File: src/rtl/snake_pkg.sv
// Shared definitions for the snake display blocks.
// - MATRIX_ROWS / MATRIX_COLS: default LED matrix geometry.
// - scan_state_e: scan-decoder FSM encoding (S_IDLE, S_COUNT, S_HOLD).
// - onehot_low_index(): classifies an active-low cathode vector, returning
//   {valid, illegal, index}.
package snake_pkg;

    localparam int unsigned MATRIX_ROWS = 8;
    localparam int unsigned MATRIX_COLS = 8;
    localparam int unsigned ROW_IDX_W   = $clog2(MATRIX_ROWS);

    typedef enum logic [1:0] {
        S_IDLE  = 2'd0,
        S_COUNT = 2'd1,
        S_HOLD  = 2'd2
    } scan_state_e;

    typedef struct packed {
        logic                 valid;    // exactly one cathode low
        logic                 illegal;  // two or more cathodes low
        logic [ROW_IDX_W-1:0] index;    // position of the low cathode when valid
    } onehot_info_t;

    function automatic onehot_info_t onehot_low_index(input logic [MATRIX_ROWS-1:0] cathode);
        onehot_info_t info;
        int unsigned  zeros;
        info  = '0;
        zeros = 0;
        for (int i = 0; i < int'(MATRIX_ROWS); i++) begin
            if (!cathode[i]) begin
                zeros++;
                info.index = ROW_IDX_W'(i);
            end
        end
        info.valid   = (zeros == 1);
        info.illegal = (zeros > 1);
        return info;
    endfunction

endpackage

File: src/rtl/led_scan_decoder_if.sv
// Scan input / frame output bundle of the LED scan decoder.
// - in_row_cathode  : row select, active-low.
// - in_column_anode : column data, active-high.
// - in_frame_ready  : consumer accepts out_frame.
// - out_frame       : reconstructed frame, bit r*COLS+c = LED (r,c).
// - out_frame_valid : out_frame holds an unconsumed frame.
// - out_rows_seen   : rows captured in the frame being assembled.
// - out_overrun     : sticky, a completed frame replaced an unconsumed one.
// - out_illegal     : sticky, a sample had more than one cathode low.
// Modport master drives the scan (display side / bench), slave is the decoder.
interface led_scan_decoder_if
    import snake_pkg::*;
#(
    parameter int unsigned ROWS = MATRIX_ROWS,
    parameter int unsigned COLS = MATRIX_COLS
);
    logic [ROWS-1:0]      in_row_cathode;
    logic [COLS-1:0]      in_column_anode;
    logic                 in_frame_ready;
    logic [ROWS*COLS-1:0] out_frame;
    logic                 out_frame_valid;
    logic [ROWS-1:0]      out_rows_seen;
    logic                 out_overrun;
    logic                 out_illegal;

    modport master (
        output in_row_cathode, in_column_anode, in_frame_ready,
        input  out_frame, out_frame_valid, out_rows_seen, out_overrun, out_illegal
    );

    modport slave (
        input  in_row_cathode, in_column_anode, in_frame_ready,
        output out_frame, out_frame_valid, out_rows_seen, out_overrun, out_illegal
    );
endinterface

File: src/rtl/led_scan_decoder_row_onehot_check.sv
// Combinational cathode classifier.
// - cathode     : active-low row select (ROWS bits, ROWS <= MATRIX_ROWS).
// - row_valid   : exactly one cathode low.
// - row_illegal : two or more cathodes low.
// - row_index   : position of the low cathode (meaningful when row_valid).
module row_onehot_check
    import snake_pkg::*;
#(
    parameter int unsigned ROWS  = MATRIX_ROWS,
    parameter int unsigned IDX_W = $clog2(ROWS)
) (
    input  logic [ROWS-1:0]  cathode,
    output logic             row_valid,
    output logic             row_illegal,
    output logic [IDX_W-1:0] row_index
);
    logic [MATRIX_ROWS-1:0] padded;
    onehot_info_t           info;

    // Unused upper cathodes read as inactive (high).
    always_comb begin
        padded             = '1;
        padded[ROWS-1:0]   = cathode;
        info               = onehot_low_index(padded);
        row_valid          = info.valid;
        row_illegal        = info.illegal;
        row_index          = info.index[IDX_W-1:0];
    end
endmodule

File: src/rtl/led_scan_decoder.sv
// Rebuilds the 64-bit LED frame from the multiplexed row/column scan.
// - in_clka      : clock, rising edge.
// - in_restart_n : asynchronous active-low reset.
// - bus          : scan inputs, frame handshake and sticky flags (slave side).
// A row is accepted once its {row, anodes} pattern has been stable for
// STABLE_CYCLES samples; a frame is published the cycle after every row
// has been seen at least once.
module led_scan_decoder
    import snake_pkg::*;
#(
    parameter int unsigned ROWS          = MATRIX_ROWS,
    parameter int unsigned COLS          = MATRIX_COLS,
    parameter int unsigned STABLE_CYCLES = 2
) (
    input logic                in_clka,
    input logic                in_restart_n,
    led_scan_decoder_if.slave  bus
);
    localparam int unsigned IDX_W = $clog2(ROWS);
    localparam int unsigned CNT_W = $clog2(STABLE_CYCLES + 1);
    localparam logic [CNT_W-1:0] CNT_ONE = CNT_W'(1);
    localparam logic [CNT_W-1:0] CNT_MAX = CNT_W'(STABLE_CYCLES);
    localparam logic SINGLE = (STABLE_CYCLES == 1);

    logic                 row_valid, row_illegal;
    logic [IDX_W-1:0]     row_index;
    scan_state_e          state_q, state_d;
    logic [CNT_W-1:0]     cnt_q, cnt_d, cnt_inc;
    logic [IDX_W-1:0]     prev_row_q;
    logic [COLS-1:0]      prev_anode_q;
    logic                 same_pat, accept, frame_done;
    logic [ROWS*COLS-1:0] shadow_q, shadow_d, frame_q;
    logic [ROWS-1:0]      rows_seen_q, rows_seen_d;
    logic                 valid_q, overrun_q, illegal_q;

    row_onehot_check #(
        .ROWS  (ROWS),
        .IDX_W (IDX_W)
    ) u_check (
        .cathode     (bus.in_row_cathode),
        .row_valid   (row_valid),
        .row_illegal (row_illegal),
        .row_index   (row_index)
    );

    assign same_pat   = (row_index == prev_row_q) && (bus.in_column_anode == prev_anode_q);
    assign cnt_inc    = (cnt_q == CNT_MAX) ? cnt_q : cnt_q + CNT_ONE;
    assign frame_done = &rows_seen_q;

    // FSM: state register
    always_ff @(posedge in_clka or negedge in_restart_n) begin
        if (!in_restart_n) state_q <= S_IDLE;
        else               state_q <= state_d;
    end

    // FSM: next state (illegal samples have row_valid=0, so they act as blank)
    always_comb begin
        state_d = state_q;
        unique case (state_q)
            S_IDLE:  if (row_valid) state_d = SINGLE ? S_HOLD : S_COUNT;
            S_COUNT: begin
                if (!row_valid)                      state_d = S_IDLE;
                else if (same_pat && cnt_inc == CNT_MAX) state_d = S_HOLD;
                else if (!same_pat && SINGLE)        state_d = S_HOLD;
            end
            S_HOLD: begin
                if (!row_valid)     state_d = S_IDLE;
                else if (!same_pat) state_d = SINGLE ? S_HOLD : S_COUNT;
            end
            default: state_d = S_IDLE;
        endcase
    end

    // FSM: outputs (stability count and row accept strobe)
    always_comb begin
        cnt_d  = cnt_q;
        accept = 1'b0;
        unique case (state_q)
            S_IDLE: begin
                cnt_d  = row_valid ? CNT_ONE : '0;
                accept = row_valid && SINGLE;
            end
            S_COUNT: begin
                if (!row_valid) begin
                    cnt_d = '0;
                end else if (same_pat) begin
                    cnt_d  = cnt_inc;
                    accept = (cnt_inc == CNT_MAX);
                end else begin
                    cnt_d  = CNT_ONE;
                    accept = SINGLE;
                end
            end
            S_HOLD: begin
                // A long dwell on one pattern is accepted only once.
                if (!row_valid) begin
                    cnt_d = '0;
                end else if (!same_pat) begin
                    cnt_d  = CNT_ONE;
                    accept = SINGLE;
                end
            end
            default: cnt_d = '0;
        endcase
    end

    // Shadow frame and row bookkeeping; a row accepted in the completion
    // cycle starts the next frame's rows_seen.
    always_comb begin
        shadow_d    = shadow_q;
        rows_seen_d = frame_done ? '0 : rows_seen_q;
        if (accept) begin
            shadow_d[row_index*COLS +: COLS] = bus.in_column_anode;
            rows_seen_d[row_index]           = 1'b1;
        end
    end

    always_ff @(posedge in_clka or negedge in_restart_n) begin
        if (!in_restart_n) begin
            cnt_q        <= '0;
            prev_row_q   <= '0;
            prev_anode_q <= '0;
            shadow_q     <= '0;
            rows_seen_q  <= '0;
            frame_q      <= '0;
            valid_q      <= 1'b0;
            overrun_q    <= 1'b0;
            illegal_q    <= 1'b0;
        end else begin
            cnt_q        <= cnt_d;
            prev_row_q   <= row_index;
            prev_anode_q <= bus.in_column_anode;
            shadow_q     <= shadow_d;
            rows_seen_q  <= rows_seen_d;
            illegal_q    <= illegal_q | row_illegal;
            if (frame_done) begin
                // Newer frame wins; flag it only if the old one was not taken now.
                frame_q <= shadow_q;
                valid_q <= 1'b1;
                if (valid_q && !bus.in_frame_ready) overrun_q <= 1'b1;
            end else if (bus.in_frame_ready) begin
                valid_q <= 1'b0;
            end
        end
    end

    assign bus.out_frame       = frame_q;
    assign bus.out_frame_valid = valid_q;
    assign bus.out_rows_seen   = rows_seen_q;
    assign bus.out_overrun     = overrun_q;
    assign bus.out_illegal     = illegal_q;

endmodule

File: src/flat_wrapper.sv
// flat-port wrapper written by rule: the top's interface ports become plain ports
module led_scan_decoder_flat import snake_pkg::*;
#(
    parameter int unsigned ROWS          = MATRIX_ROWS,
    parameter int unsigned COLS          = MATRIX_COLS,
    parameter int unsigned STABLE_CYCLES = 2
)
  (in_clka, in_restart_n, bus_in_row_cathode, bus_in_column_anode, bus_in_frame_ready, bus_out_frame, bus_out_frame_valid, bus_out_rows_seen, bus_out_overrun, bus_out_illegal);
  led_scan_decoder_if #(.ROWS(ROWS), .COLS(COLS)) bus_i ();
  input logic in_clka;
  input logic in_restart_n;
  input wire logic [$bits(bus_i.in_row_cathode)-1:0] bus_in_row_cathode;
  input wire logic [$bits(bus_i.in_column_anode)-1:0] bus_in_column_anode;
  input wire logic [$bits(bus_i.in_frame_ready)-1:0] bus_in_frame_ready;
  output wire logic [$bits(bus_i.out_frame)-1:0] bus_out_frame;
  output wire logic [$bits(bus_i.out_frame_valid)-1:0] bus_out_frame_valid;
  output wire logic [$bits(bus_i.out_rows_seen)-1:0] bus_out_rows_seen;
  output wire logic [$bits(bus_i.out_overrun)-1:0] bus_out_overrun;
  output wire logic [$bits(bus_i.out_illegal)-1:0] bus_out_illegal;
  assign bus_i.in_row_cathode = bus_in_row_cathode;
  assign bus_i.in_column_anode = bus_in_column_anode;
  assign bus_i.in_frame_ready = bus_in_frame_ready;
  assign bus_out_frame = bus_i.out_frame;
  assign bus_out_frame_valid = bus_i.out_frame_valid;
  assign bus_out_rows_seen = bus_i.out_rows_seen;
  assign bus_out_overrun = bus_i.out_overrun;
  assign bus_out_illegal = bus_i.out_illegal;
  led_scan_decoder #(.ROWS(ROWS), .COLS(COLS), .STABLE_CYCLES(STABLE_CYCLES)) u_core (.in_clka(in_clka), .in_restart_n(in_restart_n), .bus(bus_i));
endmodule
File: config.mk
export PLATFORM = sky130hd
export DESIGN_NAME = led_scan_decoder_flat
export DESIGN_NICKNAME = d
export VERILOG_FILES = /design/src/rtl/snake_pkg.sv /design/src/rtl/led_scan_decoder_if.sv /design/src/rtl/led_scan_decoder_row_onehot_check.sv /design/src/rtl/led_scan_decoder.sv /design/src/flat_wrapper.sv
export SDC_FILE = /design/constraint.sdc
export NUM_CORES = 1
export LEC_CHECK = 0
export CAP_MARGIN = 15
export CORE_ASPECT_RATIO = 0.5
export CORE_MARGIN = 5
export CORE_UTILIZATION = 30
export DETAILED_ROUTE_END_ITERATION = 6
export GPL_ROUTABILITY_DRIVEN = 0
export MAX_ROUTING_LAYER = met4
export PLACE_DENSITY = 0.54
export SLEW_MARGIN = 0
export SYNTH_ARGS = -nofsm -noshare
export SYNTH_HDL_FRONTEND = slang
export SYNTH_SLANG_ARGS = --single-unit
File: constraint.sdc
create_clock -name in_clka -period 6.4 [get_ports in_clka]
set_input_delay 0.64 -clock in_clka [delete_from_list [all_inputs] [get_ports in_clka]]
set_output_delay 0.64 -clock in_clka [all_outputs]
set_load 0.01 [all_outputs]
After elaboration in Yosys (flattened, before gate mapping)
Index checks and enable logic that the tools add are counted.
- add/sub/neg operators: 9
- multipliers: 0
- divide/modulo/power cells: 0
- $lt $le $gt $ge: 3
- eq/ne operators: 10
- shift-type cells: 2
- mux-type cells: 36
- bitwise logic cells: 2
- reduce and logical (&&, ||, !) cells: 10
- operators with widths (cell ; count):
    adder 32 x 1 -> 32 bit, second input constant ; 7
    2-to-1 mux 32 bit ; 7
    bitwise mux 64 bit ; 1
    variable shift 8 x 34 -> 64 bit, first input constant ; 1
    indexed part select 8 x 34 -> 64 bit ; 1
    negator 6 -> 34 bit ; 1
    equality test 32 x 1 -> 1 bit, second input constant ; 1
    > comparator 32 x 1 -> 1 bit, second input constant ; 1
    2-to-1 mux 3 bit ; 6
    2-to-1 mux 2 bit ; 8
    2-to-1 mux 8 bit ; 2
    case mux 2 bit (3 select lines) ; 2
    2-to-1 mux 1 bit ; 9
    AND reduction 9 bit ; 1
    equality test 8 bit ; 1
    OR 8 bit ; 1
    AND reduction 8 bit ; 1
    equality test 2 bit, second input constant ; 3
    != test 3 bit, second input constant ; 2
    logical AND 1 bit ; 4
    < comparator 3 x 4 -> 1 bit, second input constant ; 1
    demux 1 bit (select 3 bit) ; 1
    equality test 3 bit ; 1
    greater-or-equal comparator 3 x 1 -> 1 bit, second input constant ; 1
    other kinds (8) ; 8
- bits in registers: 154
- bits in latches: 0
- memory bits (writable): 0
- bits in read-only memories: 0
- bits of input ports: 19
- logic and storage cells: 82
- memories: 0

Logic depth before layout (Yosys ltp)
Gate-level depths: netlist (run 1).
- word-level depth: 19
- gate-level depth with buffers: 22
- mapped depth without buffers: 21

Hierarchy
From an unflattened synthesis (run 1), not the netlist that was laid out.
- cells, all modules: 509
- area, all modules: 6911.6 um^2
- modules (own cells, without submodules) (module ; times used ; cells an instance ; area an instance (um^2) ; seq. area each (um^2)):
    led_scan_decoder ; 1 ; 421 ; 6274.8 ; 3853.7
    row_onehot_check ; 1 ; 88 ; 636.9 ; 0.0

Worst setup path after synthesis (run 1)
No wires, ideal clock.
- path type: in2reg
- start point: in bus_in_row_cathode[0]
- end point: reg u_core.shadow_q[32]
- setup time: 0.125 ns
- arrival time: 5.138 ns
- required time: 6.275 ns
- path slack: 1.137 ns
- stages: 22
- path through: inv_1 > ha_1 > buf_2 > xnor3_2 > inv_1 > ha_1 > nand2b_1 > o221a_2 > inv_2 > ha_1 > nor2_1 > a21oi_1 > ha_1 > a22o_1 > a31oi_2 > inv_1 > ha_1 > nor3_2 > a32oi_4 > or4b_1 > buf_6 > mux2_4
- cells in the longest elaborated chain, start to end: 18
- ends and longest elaborated chain (what ; line ; RTL):
    from (decl) ; flat_wrapper.sv:12 ; input wire logic [$bits(bus_i.in_row_cathode)-1:0] bus_in_row_cathode;
    2-to-1 mux 1 bit (*) ; snake_pkg.sv:30 ; if (!cathode[i]) begin
    adder 32 x 1 -> 32 bit ; snake_pkg.sv:31 ; zeros++;
    2-to-1 mux 32 bit (*) ; snake_pkg.sv:30 ;
    adder 32 x 1 -> 32 bit ; snake_pkg.sv:31 ;
    2-to-1 mux 32 bit (*) ; snake_pkg.sv:30 ;
    adder 32 x 1 -> 32 bit ; snake_pkg.sv:31 ;
    2-to-1 mux 32 bit (*) ; snake_pkg.sv:30 ;
    adder 32 x 1 -> 32 bit ; snake_pkg.sv:31 ;
    (+2 left out) ; -- ;
    2-to-1 mux 32 bit (*) ; snake_pkg.sv:30 ;
    adder 32 x 1 -> 32 bit ; snake_pkg.sv:31 ;
    2-to-1 mux 32 bit (*) ; snake_pkg.sv:30 ;
    adder 32 x 1 -> 32 bit ; snake_pkg.sv:31 ;
    2-to-1 mux 32 bit (*) ; snake_pkg.sv:30 ;
    equality test 32 x 1 -> 1 bit (*) ; snake_pkg.sv:35 ; info.valid = (zeros == 1);
    2-to-1 mux 1 bit (*) ; led_scan_decoder.sv:84 ; if (!row_valid) begin
    2-to-1 mux 1 bit (*) ; -- ;
    to (signal assigned) ; led_scan_decoder.sv:133 ; shadow_q <= shadow_d;
    to (decl) ; led_scan_decoder.sv:32 ; logic [ROWS*COLS-1:0] shadow_q, shadow_d, frame_q;
Mark *: on every way between the ends. The rest lies on a longest branch, timed or not.
A chain may end at the register's enable or synchronous reset.

Worst setup path in the final report (run 1)
- start point: in bus_in_row_cathode[1]
- end point: reg u_core.shadow_q[39]
- cells in the longest elaborated chain, start to end: 16
- ends and longest elaborated chain (what ; line):
    2-to-1 mux 32 bit ; snake_pkg.sv:30
    adder 32 x 1 -> 32 bit ; snake_pkg.sv:31
    2-to-1 mux 32 bit ; snake_pkg.sv:30
    adder 32 x 1 -> 32 bit ; snake_pkg.sv:31
    2-to-1 mux 32 bit ; snake_pkg.sv:30
    adder 32 x 1 -> 32 bit ; snake_pkg.sv:31
    2-to-1 mux 32 bit ; snake_pkg.sv:30
    adder 32 x 1 -> 32 bit ; snake_pkg.sv:31
    2-to-1 mux 32 bit ; snake_pkg.sv:30
    adder 32 x 1 -> 32 bit ; snake_pkg.sv:31
    2-to-1 mux 32 bit ; snake_pkg.sv:30
    adder 32 x 1 -> 32 bit ; snake_pkg.sv:31
    2-to-1 mux 32 bit ; snake_pkg.sv:30
    equality test 32 x 1 -> 1 bit ; snake_pkg.sv:35
    2-to-1 mux 1 bit ; led_scan_decoder.sv:84
    2-to-1 mux 1 bit ; --
Several ways; a longest one is shown, not always the timed one.

==> impl_metrics.toml, run 1 <==
[status]
status = "complete, no violations"

[detailed_routing]
vias = 4868
wl_per_cell_um = 15.4
first_pass_iters = 5
ant_nets = 0
routed_wl_um = 16500
drtIter0Drc = 266
routed_via_density = 4.54
route.detailed.drc = 0

[global_route]
grt_usage_pct = 12.8
grt_pass1_wl_um = 27400
antenna_found_initial = 0
grt_remaining_overflow = 0
grt_pass1_vias = 5056
grt_max_degree = 113

[clock_network]
cts_setup_buffers = 0
cts_hold_buf = 0
cts-root-buf = "clkbuf_16"
cts_resized = 0
path_clk_slew_ps = 60
cts_made_buffers = 17
cts_sinks = 154
tritoncts = "done"
clock_path_buffers = 2
htreeDepth = 4
clk_latency_ps = 420

[floorplan]
io_pins = 94
std_cell_rows = 39
die_h_um = 119
start_util_pct = 30.9
die_w_um = 228
core_sq_um = 23100
die-area_sq_um = 27200

[sta]
relSlewSlack_pct = 31.0
timing.final.ws_setup_ps = 691
fin_crit_sh_pct = 89.2
holdWs_ps = 264
finalSetupViolCount = 0
period_minus_slack_ps = 5710
worst_slew_pin_slew_ps = 1040
hold_violations = 0
skew_ps = 8.52
setup_tns_ps = 0
slew_violations = 0
grt_setup_unrepaired = "false"
fmax_mhz = 175

[critical_path]
cp-end-kind = "flip-flop"
crit_arrival_ps = 6010
critPathLaunchType = "input pin"
crit_type = "input pin to flip-flop"
critPathMaxFanout = 8
crit_required_ps = 6700

[flow_run]
cap_violations = 0

[final_layout]
instances_no_fill = 1073
utilization_pct = 38.8
fillers = 2284
final_area_sq_um = 8980
diodes = 0
area_growth_pct = 25.7
num-nets-final = 786
drive_gt1_share_pct = 11.5

[yosys]
synth_compound_area_share_pct = 7.86
synth-xor-area-share_pct = 3.80
yosys-top-cells-area = "dfrtp_1 54%, nand2_1 8.1%, mux2i_1 5.9%, mux2_4 3.4%, o21ai_0 3.1%"
synth_warnings = 0
synthTopCellsByCount = "154 x dfrtp_1, 154 x nand2_1, 56 x inv_1, 44 x o21ai_0, 42 x mux2i_1"
netlist.area_leader.share_pct = 53.9
yosys.area.top_type = "dfrtp_1"
synth_fa_ha_area_share_pct = 2.28
synth_top_family_by_area = "simple AND/OR/NAND/NOR gates"
synth_area_sq_um = 7150
synth_cell_type_count = 66
syn-num-nets = 689
ys_ff_latch = 154
synth_simple_gate_area_share_pct = 16.6
muxShareOfSynthArea_pct = 10.5
synth-edff-count = 0
ys.flop_type = "dfrtp_1"
seq_area_frac_synth_pct = 53.9
async_flop_share_pct = 100
avgSynthCellArea_sq_um = 10.9
synth_cells = 657

[placed_design]
dpl_worst_slack_ps = 258
hpwl_um = 11600
place_area_sq_um = 8420
io_buffer_count = 93
dp_cells = 1042

[power]
ir_drop_v = 0.000191
total_power_mw = 2.23
p_leak_nw = 4.19
p_per_area_nw_per_um2 = 248

[min_path]
hold_class = "input pin to asynchronous set/reset pin"
## registers in the layout (all words and copies together) (netlist names)
name	cells
u_core.bus.out_rows_seen	8
u_core.bus.out_overrun	1
u_core.bus.out_frame	64
u_core.cnt_q	2
u_core.bus.out_frame_valid	1
u_core.state_q	2
u_core.prev_row_q	3
u_core.prev_anode_q	8
u_core.shadow_q	64
u_core.bus.out_illegal	1
## kinds of logic after synthesis
kind of cell,count (synthesis)
AOI/OAI and AO/OA,82
xor gates and xnor gates,23
adders and majority gates,13
buffers and inverters,85
DFF,154
muxes,66
and+or+nand+nor,234
## layout by cell type, fill, tap and decap left out, drive strengths merged, types with 2 or more instances in the layout
master and n:
nor3b 2, a221oi 2, ha 13, clkbuf 19, o211ai 3, nor4 8, clkinv 6, clkdlybuf4s50 92
a31oi 3, nor2b 7, nor2 15, xnor3 2, nand3 3, xor2 5, xnor2 15, inv 57
nand3b 4, and3b 2, or3 2, a21oi 7, buf 14, clkinvlp 4, and2 3, mux2 24
or4b 3, and4b 2, a21o 3, nand2b 6, nand2 154, bufinv 2, nor3 3, a32oi 2
o31ai 7, mux2i 42, nand4b 3, o21ai 45, dfrtp 154, nand4 12
## where the power goes
part / internal [mW] / switching [mW] / leakage (nW)
Combinational: 0.106 / 0.171 / 2.23
Sequential: 0.983 / 0.00743 / 1.70
Clock: 0.569 / 0.395 / 0.265
## critical path, stage by stage
cell	delay, ps
clkdlybuf4s50_1	520
inv_1	80
ha_1	450
xnor3_2	380
inv_1	80
ha_1	220
nand2b_1	60
o221a_2	240
inv_2	70
ha_1	330
nor2_1	180
a21oi_1	80
ha_1	330
a22o_1	260
a31oi_2	160
inv_1	60
ha_1	320
nor3_2	220
a32oi_4	100
or4b_1	830
mux2_4	400
## layer usage
metal	track usage [%]	share of wire, %	up-vias
met4	4.72	1.4	0
li1	-	-	2391
met2	20.0	47	51
met5	-	0	-
met3	1.90	1.6	19
met1	17.1	50	2407
## cell type report
cell class	count	area [sq um]	share of cell area, %
clock buffers	19	433	4.82
flip-flops and latches	154	3850	42.9
clock inverters	12	128	1.42
well taps	307	384	4.28
multi-input cells	418	2940	32.7
inverters	57	214	2.38
repair buffers	106	1030	11.5
## worst paths after layout
check	start	to	slack [ps]	depth (start not counted)
setup / recovery	bus_in_row_cathode[1]	u_core.shadow_q[39]	690	21
hold / removal	in_restart_n	u_core.shadow_q[62]	260	1
setup reg to reg	u_core.prev_anode_q[4]	u_core.shadow_q[16]	3590	7
hold reg to reg	u_core.shadow_q[0]	u_core.bus.out_frame[0]	460	2
max in group asynchronous	in_restart_n	u_core.bus.out_frame[34]	4800	2
min in group in_clka	u_core.shadow_q[0]	u_core.bus.out_frame[0]	460	2
Power figures use the tool's default switching activity.
==> run 2: changes to the inputs <==
DONT_BUFFER_PORTS = 1   (was unset)
PLACE_DENSITY = 0.49   (was 0.54)
==> run 2 against run 1 <==
Net effect: sequential power about the same; final area shrank 11%; routed wire length down 0.62%; combinational power down 13%; register-to-register slack about the same; clock power is 1% higher; flip-flop and latch count unchanged; power shrank 1.2%; critical endpoint is now u_core.shadow_q[34]; core utilization fell by 4.2 points; global-route usage fell by 0.093 points; fmax is 6.7% higher.
==> impl_metrics.toml, run 2 (synthesized netlist as in run 1, its figures left out) <==
[clock_network]
cts_sinks = 154
cts_resized = 0
cts_setup_buffers = 0
cts_hold_buf = 1
clock_path_buffers = 2
cts_made_buffers = 17
tritoncts = "done"
htreeDepth = 4
clk_latency_ps = 430
path_clk_slew_ps = 70
cts-root-buf = "clkbuf_16"

[power]
ir_drop_v = 0.000194
combinationalPowerShare_pct = 10.9
seqPwrFrac_pct = 44.9
pwr-share-clk_pct = 44.2
total_power_mw = 2.20
p_sw_uw = 589
p_int_mw = 1.62
netSwitchingFraction_pct = 26.7
p_leak_nw = 3.79
p_per_area_nw_per_um2 = 275

[critical_path]
cp-end-kind = "flip-flop"
critPathLaunchType = "input pin"
critPathMaxFanout = 9
crit_type = "input pin to flip-flop"
crit_required_ps = 6720
crit_arrival_ps = 5670

[min_path]
hold_class = "input pin to asynchronous set/reset pin"

[sta]
period_minus_slack_ps = 5350
fmax_mhz = 187
holdWs_ps = 177
setup_tns_ps = 0
slew_violations = 0
grt_setup_unrepaired = "false"
finalSetupViolCount = 0
skew_ps = 9.70
fin_crit_sh_pct = 83.6
hold_violations = 0
worst_slew_pin_slew_ps = 1110
relSlewSlack_pct = 25.8

[floorplan]
die-area_sq_um = 27200
core_sq_um = 23100
io_pins = 94
die_h_um = 119
std_cell_rows = 39
die_w_um = 228
start_util_pct = 30.9

[final_layout]
utilization_pct = 34.7
final_cell_mix = "154 x nand2_1, 154 x dfrtp_1, 56 x inv_1"
final_area_sq_um = 8020
drive_gt1_share_pct = 12.1
area_growth_pct = 12.2
num-nets-final = 682
diodes = 0

[global_route]
grt_remaining_overflow = 0
grt_usage_pct = 12.7
antenna_found_initial = 0
grt_use_met3_pct = 3.50
grt_pass1_wl_um = 26600
grt_max_degree = 155
gr-usage-met1_pct = 16.3
busiest_layer = "met2"
grtUsageMet2_pct = 19.8
grt_pass1_vias = 4483

[detailed_routing]
drtIter0Drc = 197
vias = 4493
route.detailed.drc = 0
wl_per_cell_um = 16.9
routed_via_density = 4.63
ant_nets = 0
first_pass_iters = 5
routed_wl_um = 16400

[status]
status = "complete, no violations"

[flow_run]
cap_violations = 0

[placed_design]
place_area_sq_um = 7390
io_buffer_count = 0
hpwl_um = 11200
run 2: cell count changes in the layout (fill, tap and decap cells not counted), sizes merged:
cell,previous run,this run
inv,57,63
clkbuf,19,17
clkinv,6,4
buf,14,2
bufinv,2,1
clkdlybuf4s50,92,0
run 2: area by class of cell:
cell class	count	area [sq um]
sequential	154	3850
timing repair buffer	2	55.1
inverter	57	214
multi-input combinational	418	2940
clock buffer	17	425
tap	307	384
fill	2340	15100
clock inverter	15	143
run 2: final timing paths:
check / start / end / slack [ps] / cells past startpoint
worst max-delay path: bus_in_row_cathode[0] / u_core.shadow_q[34] / 1050 / 20
worst max register to register: u_core.prev_anode_q[5] / u_core.shadow_q[21] / 3600 / 7
worst min register to register: u_core.shadow_q[6] / u_core.bus.out_frame[6] / 470 / 2
min in group in_clka: bus_in_column_anode[0] / u_core.prev_anode_q[0] / 240 / 0
max in group asynchronous: in_restart_n / u_core.shadow_q[15] / 5580 / 1
worst min-delay path: in_restart_n / u_core.bus.out_frame[30] / 180 / 1
run 2: power by group through the flow:
stage / clock network [mW] / registers, mW / logic, mW
after floorplan: 0 / 1.01 / 0.192
final: 0.975 / 0.990 / 0.240
after global routing: 1.04 / 0.991 / 0.268
after CTS: 0.997 / 0.989 / 0.244
after detailed placement: 0 / 1.01 / 0.220
after global placement: 0 / 1.01 / 0.218
run 2: layer usage:
| layer | vias to the layer above | wire (um) |
|---|---|---|
| li1 | 2188 | - |
| met1 | 2239 | 7780 |
| met2 | 49 | 7780 |
| met3 | 17 | 645 |
| met4 | 0 | 216 |
| met5 | - | 0 |
run 2: per-stage QoR:
stage / worst slack (ps) / std cells
finish: 1050 / 970
global placement: 738 / 936
floorplan: 1140 / 657
global route: 764 / 970
detailed placement: 587 / 936
CTS: 1040 / 969
run 2: critical path, cell delays in order:
cell and delay (ps):
inv_1 30, ha_1 440, xnor3_2 380, inv_1 80
ha_1 220, nand2b_1 70, o221a_2 230, inv_2 70
ha_1 330, nor2_1 160, a21oi_1 70, ha_1 300
a22o_1 240, a31oi_2 280, inv_1 80, ha_1 330
nor3_2 230, a32oi_4 190, or4b_1 890, mux2_4 400
